## config.mk

```make
export PLATFORM = sky130hd
export DESIGN_NAME = rom_dump_uart_tx
export DESIGN_NICKNAME = d
export VERILOG_FILES = /design/src/rtl/rom_dump_uart_tx.sv
export SDC_FILE = /design/constraint.sdc
export NUM_CORES = 1
export LEC_CHECK = 0
export ABC_AREA = 0
export ABC_CLOCK_PERIOD_IN_PS = 6300
export CAP_MARGIN = 5
export CORE_MARGIN = 8
export CORE_UTILIZATION = 32
export DETAILED_ROUTE_END_ITERATION = 8
export PLACE_DENSITY = 0.58
export SLEW_MARGIN = 10
export SYNTH_ARGS = -nofsm -noshare
export SYNTH_HDL_FRONTEND = slang
export SYNTH_SLANG_ARGS = --single-unit
```

## constraint.sdc

```tcl
create_clock -name clk -period 6.3 [get_ports clk]
set_input_delay 0.63 -clock clk [delete_from_list [all_inputs] [get_ports clk]]
set_output_delay 0.63 -clock clk [all_outputs]
set_load 0.05 [all_outputs]
```

## src/rtl/rom_dump_uart_tx.sv

```systemverilog
// Sends one ROM read result to the host PC as a 5-byte UART frame (8N1, LSB first).
// Byte order: A5 sync, address high, address low, data, then an 8-bit checksum of bytes 1..3.
module rom_dump_uart_tx #(
    parameter int DATA_WIDTH    = 8,
    parameter int ADDRESS_WIDTH = 9,
    parameter int CLK_DIV       = 434
) (
    input  logic                     clk,
    input  logic                     reset,
    input  logic                     send,
    input  logic [ADDRESS_WIDTH-1:0] address_line,
    input  logic [DATA_WIDTH-1:0]    data_line,
    output logic                     tx,
    output logic                     busy,
    output logic                     done,
    output logic                     overrun
);

    localparam int BAUD_W = $clog2(CLK_DIV);
    localparam logic [BAUD_W-1:0] BAUD_LAST = BAUD_W'(CLK_DIV - 1);
    localparam logic [7:0] SYNC_BYTE = 8'hA5;
    localparam logic [2:0] LAST_BYTE = 3'd4;

    typedef enum logic [1:0] {
        IDLE,
        START,
        DATA,
        STOP
    } state_t;

    state_t            state_q, state_d;
    logic [BAUD_W-1:0] baud_q, baud_d;
    logic [2:0]        bit_idx_q, bit_idx_d;
    logic [2:0]        byte_idx_q, byte_idx_d;
    logic [7:0]        shift_q, shift_d;
    logic [15:0]       addr_q, addr_d;
    logic [7:0]        data_q, data_d;
    logic [7:0]        csum_q, csum_d;
    logic              done_q, done_d;
    logic              overrun_q, overrun_d;

    logic [15:0]       addr_ext;
    logic [7:0]        data_ext;
    logic              baud_last;

    function automatic logic [7:0] frame_byte(input logic [2:0]  idx,
                                              input logic [15:0] a,
                                              input logic [7:0]  d,
                                              input logic [7:0]  c);
        case (idx)
            3'd0:    frame_byte = SYNC_BYTE;
            3'd1:    frame_byte = a[15:8];
            3'd2:    frame_byte = a[7:0];
            3'd3:    frame_byte = d;
            default: frame_byte = c;
        endcase
    endfunction

    always_comb begin
        addr_ext  = 16'(address_line);
        data_ext  = 8'(data_line);
        baud_last = (baud_q == BAUD_LAST);
    end

    // The baud counter restarts on every state change so each bit edge lines up with a transition.
    always_comb begin
        state_d    = state_q;
        baud_d     = baud_q;
        bit_idx_d  = bit_idx_q;
        byte_idx_d = byte_idx_q;
        shift_d    = shift_q;
        addr_d     = addr_q;
        data_d     = data_q;
        csum_d     = csum_q;
        done_d     = 1'b0;
        overrun_d  = overrun_q | (send && (state_q != IDLE));

        case (state_q)
            IDLE: begin
                baud_d = '0;
                if (send) begin
                    addr_d     = addr_ext;
                    data_d     = data_ext;
                    csum_d     = addr_ext[15:8] + addr_ext[7:0] + data_ext;
                    byte_idx_d = 3'd0;
                    bit_idx_d  = 3'd0;
                    shift_d    = SYNC_BYTE;
                    state_d    = START;
                end
            end
            START: begin
                if (baud_last) begin
                    baud_d    = '0;
                    bit_idx_d = 3'd0;
                    state_d   = DATA;
                end else begin
                    baud_d = baud_q + BAUD_W'(1);
                end
            end
            DATA: begin
                if (baud_last) begin
                    baud_d  = '0;
                    shift_d = {1'b0, shift_q[7:1]};
                    if (bit_idx_q == 3'd7) begin
                        state_d = STOP;
                    end else begin
                        bit_idx_d = bit_idx_q + 3'd1;
                    end
                end else begin
                    baud_d = baud_q + BAUD_W'(1);
                end
            end
            STOP: begin
                if (baud_last) begin
                    baud_d = '0;
                    if (byte_idx_q < LAST_BYTE) begin
                        byte_idx_d = byte_idx_q + 3'd1;
                        shift_d    = frame_byte(byte_idx_q + 3'd1, addr_q, data_q, csum_q);
                        state_d    = START;
                    end else begin
                        done_d  = 1'b1;
                        state_d = IDLE;
                    end
                end else begin
                    baud_d = baud_q + BAUD_W'(1);
                end
            end
            default: begin
                state_d = IDLE;
                baud_d  = '0;
            end
        endcase
    end

    always_ff @(posedge clk or posedge reset) begin
        if (reset) begin
            state_q    <= IDLE;
            baud_q     <= '0;
            bit_idx_q  <= '0;
            byte_idx_q <= '0;
            shift_q    <= '0;
            addr_q     <= '0;
            data_q     <= '0;
            csum_q     <= '0;
            done_q     <= 1'b0;
            overrun_q  <= 1'b0;
        end else begin
            state_q    <= state_d;
            baud_q     <= baud_d;
            bit_idx_q  <= bit_idx_d;
            byte_idx_q <= byte_idx_d;
            shift_q    <= shift_d;
            addr_q     <= addr_d;
            data_q     <= data_d;
            csum_q     <= csum_d;
            done_q     <= done_d;
            overrun_q  <= overrun_d;
        end
    end

    // Line level comes straight from state flops, so reset forces it high immediately.
    always_comb begin
        case (state_q)
            START:   tx = 1'b0;
            DATA:    tx = shift_q[0];
            default: tx = 1'b1;
        endcase
    end

    assign busy    = (state_q != IDLE);
    assign done    = done_q;
    assign overrun = overrun_q;

endmodule

```

# Word level (Yosys, flattened, before mapping)
# Index checks and enable logic that the tools add are counted.
totals:
  ff_bits: 52
  elab_cells: 72
classes:
  n_addsub: 5
  magnitude_cmp: 1
  n_eq_ne: 15
  n_mux: 27
  n_bitwise: 1
  reduce_logical: 13
ops:
  columns: ["cell", "n"]
  rows:
  - ["$mux 8", 4]
  - ["$pmux 8 s4", 1]
  - ["$pmux 8 s3", 1]
  - ["$mux 3", 6]
  - ["$pmux 9 s2", 1]
  - ["$reduce_and 5->1", 3]
  - ["$ne 2x2->1 const B", 7]
  - ["$mux 2", 5]
  - ["$add 9x1->9 const B", 1]
  - ["$eq 9x9->1 const B", 1]
  - ["$mux 9", 1]
  - ["$pmux 3 s3", 1]
  - ["$add 1x8->8", 1]
  - ["$add 8x8->8", 1]
  - ["$pmux 2 s4", 1]
  - ["$add 3x1->3 const B", 2]
  - ["$eq 3x2->1 const B", 2]
  - ["$pmux 3 s2", 1]
  - ["$reduce_bool 3->1", 2]
  - ["$eq 2x2->1 const B", 2]
  - ["$mux 1", 4]
  - ["$reduce_and 4->1", 1]
  - ["$reduce_bool 2->1", 2]
  - ["$eq 3x1->1 const B", 1]
  - ["other kinds (10)", 10]

# Depth between registers and ports, before layout
# Gate-level depths: netlist (run 1).
depth:
  depth_word: 6
  mapped_depth: 9
  ltp_nobuf: 8

# Worst setup path before layout (run 1)
# Ideal clock, no wire load.
synth_timing:
  kind: "reg-to-output"
  start: "register state_q[0]"
  end: "output tx"
  arrival_time_ps: 1720
  t_required_ps: 5670
  slack_ps: 3950
  path_stages_with_launch: 6
  n_path_buf: 0
  path_cell_list: "dfrtp_1 inv_1 ha_1 inv_1 nor2_1 a21oi_1"
synth_via:
  elab_chain_cells: 2
synth_rtl:
  columns: ["item", "line", "text"]
  rows:
  - ["start: declaration", "31", "state_t state_q, state_d;"]
  - ["start signal: assignment", "148", "state_q <= state_d;"]
  - ["$eq 2x2->1 or $eq 2x1->1 (tied branches)", "163", "case (state_q)"]
  - ["$pmux 1 s2 (*)", "163", null]
  - ["end: declaration", "13", "output logic tx,"]
# Mark *: on every way between the ends. The rest lies on a longest branch, timed or not.

# Worst setup path in the final report (run 1)
# Ends and elaborated chain as after synthesis.

==> impl_metrics.py, run 1 <==
metrics = {
    "run_status": {
        "status": "completed",
    },
    "setup_path": {
        "cp.arrival_ps": 2650,
        "worst_path_largest_cell_delay_ps": 830,
        "crit_fanout": 14,
        "crit_path_start_kind": "flop",
        "setup.worst_path.class": "flop to output pin",
        "crit_chain": "inv_1 > ha_1 > inv_1 > a21oi_1 > clkdlybuf4s50_1",
        "crit_family": "buffers and inverters",
        "slowest_stage": "clkdlybuf4s50_1",
        "r2r_end": "shift_q[0]",
        "r2r_cells": 7,
        "cp-endpoint": "tx",
        "critPathCaptureType": "output pin",
        "regToRegStartpoint": "state_q[0]",
        "rrSetupSlack_ps": 3750,
        "crit_cells": 5,
        "required_ps": 5670,
        "cp_num_buf_inv": 3,
        "cp_common_cell": "inv_1",
        "crit_start": "state_q[0]",
    },
    "layout": {
        "multi_input_area_mm2": 0.00149,
        "layoutNonFillerInstCount": 415,
        "final_common_cell": "dfrtp_1",
        "fill_cells": 894,
        "nets": 348,
        "fin_area_mm2": 0.00334,
        "drive_gt1_share_pct": 11.1,
        "final-seq-area_mm2": 0.00130,
        "n_antenna_cell": 0,
        "layout-area-overhead-vs-synth_pct": 15.3,
        "final_cell_mix": "dfrtp_1 (52), nand2_1 (27), nor2_1 (24)",
    },
    "timing": {
        "finalClockSkew_ps": 4.72,
        "max_freq_ghz": 0.304,
        "rsz0062_at_grt": "no",
        "hold_violations": 0,
        "finalMaxSlewViolations": 0,
        "tightest_slew_ps": 1050,
        "fin_crit_sh_pct": 52.1,
        "fin_crit_ps": 3280,
        "tns_ps": 0,
        "slew_headroom_pct": 29.9,
        "whs_ps": 463,
        "setup_viol": 0,
    },
    "clock_tree": {
        "insertion_delay_ps": 300,
        "ctsHoldBuffers": 0,
        "cts_tree": "done",
        "cts_made_buffers": 5,
        "cts_setup_buffers": 0,
        "cts_buffer_depth": 2,
        "clock_sinks": 52,
        "clkTransAtPathRegs_ps": 90,
        "clockRootBuffer": "clkbuf_8",
        "ctsResizeCount": 0,
        "cts_max_level": 2,
    },
    "global_routing": {
        "grt_remaining_overflow": 0,
        "grt_pass1_vias": 2201,
        "antenna_found_initial": 0,
        "grt_use_total_pct": 9.70,
        "grt_pass1_wl_mm": 10.2,
        "grt_max_degree": 53,
    },
    "logic_synthesis": {
        "async_reset_ff_share_pct": 100,
        "yosysUniqueCellTypes": 45,
        "ys_ff_latch": 52,
        "synth_xor_area_share_pct": 3.63,
        "synth_cells": 286,
        "avgSynthCellArea_um2": 10.1,
        "syn_area_mm2": 0.00289,
        "yosys.area_share.simple_pct": 12.7,
        "synth_compound_area_share_pct": 17.1,
        "synth-seq-area-share_pct": 45.0,
        "synth_fa_ha_area_share_pct": 10.0,
        "synthesis.nets": 328,
        "synth_ff_type": "dfrtp_1",
        "synth_top_family_by_area": "compound AO/OA/AOI/OAI gates",
        "yosysWarnings": 0,
        "synth_edf_count": 0,
        "synthMuxAreaShare_pct": 8.00,
    },
    "place": {
        "place_hpwl_mm": 4.27,
        "place_area_mm2": 0.00323,
        "dp.cells": 407,
        "routabilityCongestion": 0.751,
        "io_buffers": 23,
    },
    "floorplan": {
        "fp.dieH_um": 111,
        "pin_count": 24,
        "rows": 34,
        "die_x_um": 111,
        "dieArea_mm2": 0.0123,
        "initial_utilization_pct": 33.0,
        "core-area_mm2": 0.00876,
    },
    "pwr": {
        "p_per_area_mw_per_mm2": 183,
        "internal_power_uw": 475,
        "pwr-share-comb_pct": 7.8,
        "p_seq_share_pct": 54.7,
        "p_sw_uw": 134,
        "leakage_uw": 0.00149,
        "finalPower_uw": 609,
        "clock_power_share_pct": 37.5,
        "ir_worst_vdd_mv": 0.0841,
        "sw_frac_of_total_pct": 22.0,
    },
    "run": {
        "max_cap_violations": 0,
    },
    "drt": {
        "drt-met1-wl_mm": 3.00,
        "highest_layer": "met4",
        "drt-initial-drc-count": 102,
        "wl_mm": 5.95,
        "avgRoutedWirePerCell_um": 14.3,
        "drtPass1Iterations": 4,
        "drc_errors": 0,
        "wl_met3_um": 203,
        "detail_route.vias_per_cell": 5.05,
        "antenna_left": 0,
        "wl_met2_mm": 2.65,
        "num_vias": 2097,
    },
    "hold_path": {
        "hold_class": "flop to flop",
    },
}
[worst min-delay path by stage]
stage	from	end	depth (start not counted)
3_3_place_gp	overrun	overrun	1
2_1_floorplan	csum_q[6]	csum_q[6]	2
5_1_grt	overrun	overrun	1
3_5_place_dp	overrun	overrun	1
6_report	overrun	overrun	1
4_1_cts	overrun	overrun	1
[power by group through the flow]
stage	sequential, µW	clock [µW]	combinational, µW
after CTS	334	239	48.9
after global placement	340	0	48.5
final	333	228	47.5
after detailed placement	340	0	48.6
after global routing	334	249	54.0
after floorplan	340	0	26.8
[flip-flops by register name, summed over array words and instances, names as in the netlist]
register    flops
addr_q          9
baud_q          9
csum_q          8
data_q          8
shift_q         8
bit_idx_q       3
byte_idx_q      3
state_q         2
done            1
overrun         1
[through the flow]
step                      utilization (%)  setup WS (ps)
after global routing                 38.1           2860
after global placement               36.8           3440
final                                38.1           3020
after detailed placement             36.8           3350
after floorplan                         -           3950
after CTS                            38.1           3010
[logic make-up (layout without fill, tap and decap cells)]
kind of cell / after synthesis / count (layout)
and+or+nand+nor: 78 / 78
AOI/OAI and AO/OA: 74 / 74
DFF: 52 / 52
buffers and inverters: 27 / 48
adders and majority gates: 22 / 22
muxes: 21 / 21
xor gates and xnor gates: 12 / 12
[cell usage after synthesis, drive strengths merged, types with 7 or more instances]
master	number	area share, %
a21oi	14	2.4
o21ai	21	3.6
dfrtp	52	45
xnor2	7	2.1
nand2	27	3.5
ha	20	8.6
inv	15	1.9
clkbuf	11	1.4
mux2	17	6.6
nor2	26	3.7
a22oi	8	2.1
[layout make-up]
type | instances | area share (%)
multi-input cells | 207 | 44.7
clock buffers | 6 | 2.18
clock inverters | 2 | 1.05
inverters | 15 | 1.69
well taps | 108 | 4.05
repair buffers | 25 | 7.35
flip-flops and latches | 52 | 39.0
[layer usage]
metal	global-route usage (%)	vias to the layer above
met5	0	-
met4	3.47	0
met3	2.33	9
met2	14.5	33
met1	13.2	1001
li1	-	1054
Note: power is estimated with default switching activity, not from simulation.
==> inputs of run 2 (changes only) <==
--- a/config.mk
+++ b/config.mk
@@ -6,12 +6,12 @@
 export NUM_CORES = 1
 export LEC_CHECK = 0
 export ABC_AREA = 0
-export ABC_CLOCK_PERIOD_IN_PS = 6300
+export ABC_CLOCK_PERIOD_IN_PS = 2800
 export CAP_MARGIN = 5
 export CORE_MARGIN = 8
 export CORE_UTILIZATION = 32
 export DETAILED_ROUTE_END_ITERATION = 8
-export PLACE_DENSITY = 0.58
+export PLACE_DENSITY = 0.6
 export SLEW_MARGIN = 10
 export SYNTH_ARGS = -nofsm -noshare
 export SYNTH_HDL_FRONTEND = slang
==> constraint.sdc (replaced) <==
create_clock -name clk -period 2.8 [get_ports clk]
set_input_delay 0.28 -clock clk [delete_from_list [all_inputs] [get_ports clk]]
set_output_delay 0.28 -clock clk [all_outputs]
set_load 0.05 [all_outputs]
==> impl_metrics.py, run 2 (synthesis gave the netlist of run 1 again) <==
metrics = {
    "drt": {
        "num_vias": 2112,
        "avgRoutedWirePerCell_um": 14.1,
        "drtPass1Iterations": 4,
        "detail_route.vias_per_cell": 5.05,
        "drc_errors": 0,
        "drt-initial-drc-count": 81,
        "wl_mm": 5.89,
        "antenna_left": 0,
    },
    "hold_path": {
        "hold_class": "primary input to async pin",
    },
    "setup_path": {
        "crit_path_start_kind": "flop",
        "cp.arrival_ps": 2110,
        "rrSetupSlack_ps": 560,
        "cp_num_buf_inv": 3,
        "slowest_stage": "ha_1",
        "critPathCaptureType": "output pin",
        "r2r_end": "shift_q[0]",
        "setup.worst_path.class": "flop to output pin",
        "crit_fanout": 14,
        "cp_common_cell": "inv_1",
        "r2r_cells": 7,
        "regToRegStartpoint": "byte_idx_q[0]",
        "crit_family": "buffers and inverters",
        "crit_chain": "inv_1 > ha_1 > inv_1 > a21oi_1 > buf_4",
        "required_ps": 2520,
        "worst_path_largest_cell_delay_ps": 510,
    },
    "timing": {
        "finalMaxSlewViolations": 0,
        "finalClockSkew_ps": 12.4,
        "max_freq_ghz": 0.418,
        "fin_crit_sh_pct": 85.4,
        "tightest_slew_ps": 640,
        "slew_headroom_pct": 57.3,
        "setup_viol": 0,
        "fin_crit_ps": 2390,
        "rsz0062_at_grt": "no",
        "hold_violations": 0,
        "tns_ps": 0,
    },
    "clock_tree": {
        "ctsHoldBuffers": 0,
        "clock_sinks": 52,
        "clockRootBuffer": "clkbuf_8",
        "insertion_delay_ps": 310,
        "ctsResizeCount": 0,
        "cts_tree": "done",
        "cts_max_level": 2,
        "cts_buffer_depth": 2,
        "cts_made_buffers": 5,
        "clkTransAtPathRegs_ps": 100,
        "cts_setup_buffers": 0,
    },
    "layout": {
        "layout-area-overhead-vs-synth_pct": 17.7,
        "drive_gt1_share_pct": 12.6,
        "reg_top3": "addr_q: 9 flops, baud_q: 9 flops",
        "layoutNonFillerInstCount": 418,
        "n_antenna_cell": 0,
        "final_cell_mix": "dfrtp_1 (52), nand2_1 (27), nor2_1 (24)",
        "nets": 351,
        "fill_cells": 883,
        "final_common_cell": "dfrtp_1",
    },
    "pwr": {
        "ir_worst_vdd_mv": 0.276,
        "finalPower_uw": 1560,
        "leakage_uw": 0.00153,
        "p_per_area_mw_per_mm2": 459,
    },
    "floorplan": {
        "dieArea_mm2": 0.0123,
        "core-area_mm2": 0.00876,
        "die_x_um": 111,
        "rows": 34,
        "initial_utilization_pct": 33.0,
        "pin_count": 24,
        "fp.dieH_um": 111,
    },
    "global_routing": {
        "grt_use_total_pct": 9.90,
        "grt_remaining_overflow": 0,
        "grt_pass1_vias": 2123,
        "grt_pass1_wl_mm": 10.4,
        "antenna_found_initial": 0,
        "grt_max_degree": 35,
    },
    "place": {
        "place_hpwl_mm": 4.41,
        "io_buffers": 23,
        "dp.cells": 410,
        "routabilityCongestion": 0.783,
    },
    "run": {
        "max_cap_violations": 0,
    },
    "run_status": {
        "status": "completed",
    },
}
[run 2: through the flow]
stage	setup WS (ps)	hold slack [ps]	instance area, µm²	utilization (%)
floorplan	766	401	2890	-
finish	410	220	3410	38.9
global route	211	244	3410	38.9
CTS	367	229	3410	38.9
global placement	353	438	3250	37.1
detailed placement	285	447	3250	37.1
[run 2: worst max path at each step]
stage	end	slack (ps)	cells after the start	startpoint
floorplan	shift_q[0]	770	9	byte_idx_q[0]
global placement	csum_q[6]	350	9	address_line[0]
detailed placement	csum_q[6]	280	9	address_line[0]
CTS	tx	370	5	state_q[0]
global route	tx	210	5	state_q[0]
finish	tx	410	5	state_q[0]
[run 2: report_power, final]
group / leakage [µW] / internal, µW / switching, µW
Sequential: 0.000676 / 750 / 0.0000000000000288
Combinational: 0.000777 / 54.4 / 56.1
Clock: 0.0000784 / 447 / 255
[run 2: final cells by class]
class                      count  area [µm²]  share of cell area [%]
multi-input combinational    207        1490                    43.7
sequential                    52        1300                    38.2
timing repair buffer          28         265                    7.79
tap                          108         135                    3.97
clock inverter                 3        90.1                    2.64
clock buffer                   5        68.8                    2.02
inverter                      15        56.3                    1.65
[run 2: layer usage]
layer,share of wire (%),vias up,GRT usage (%)
met2,43,42,14.8
met4,1.9,0,3.56
li1,-,1056,-
met3,4.1,9,2.81
met1,51,1005,13.2
met5,0,-,0
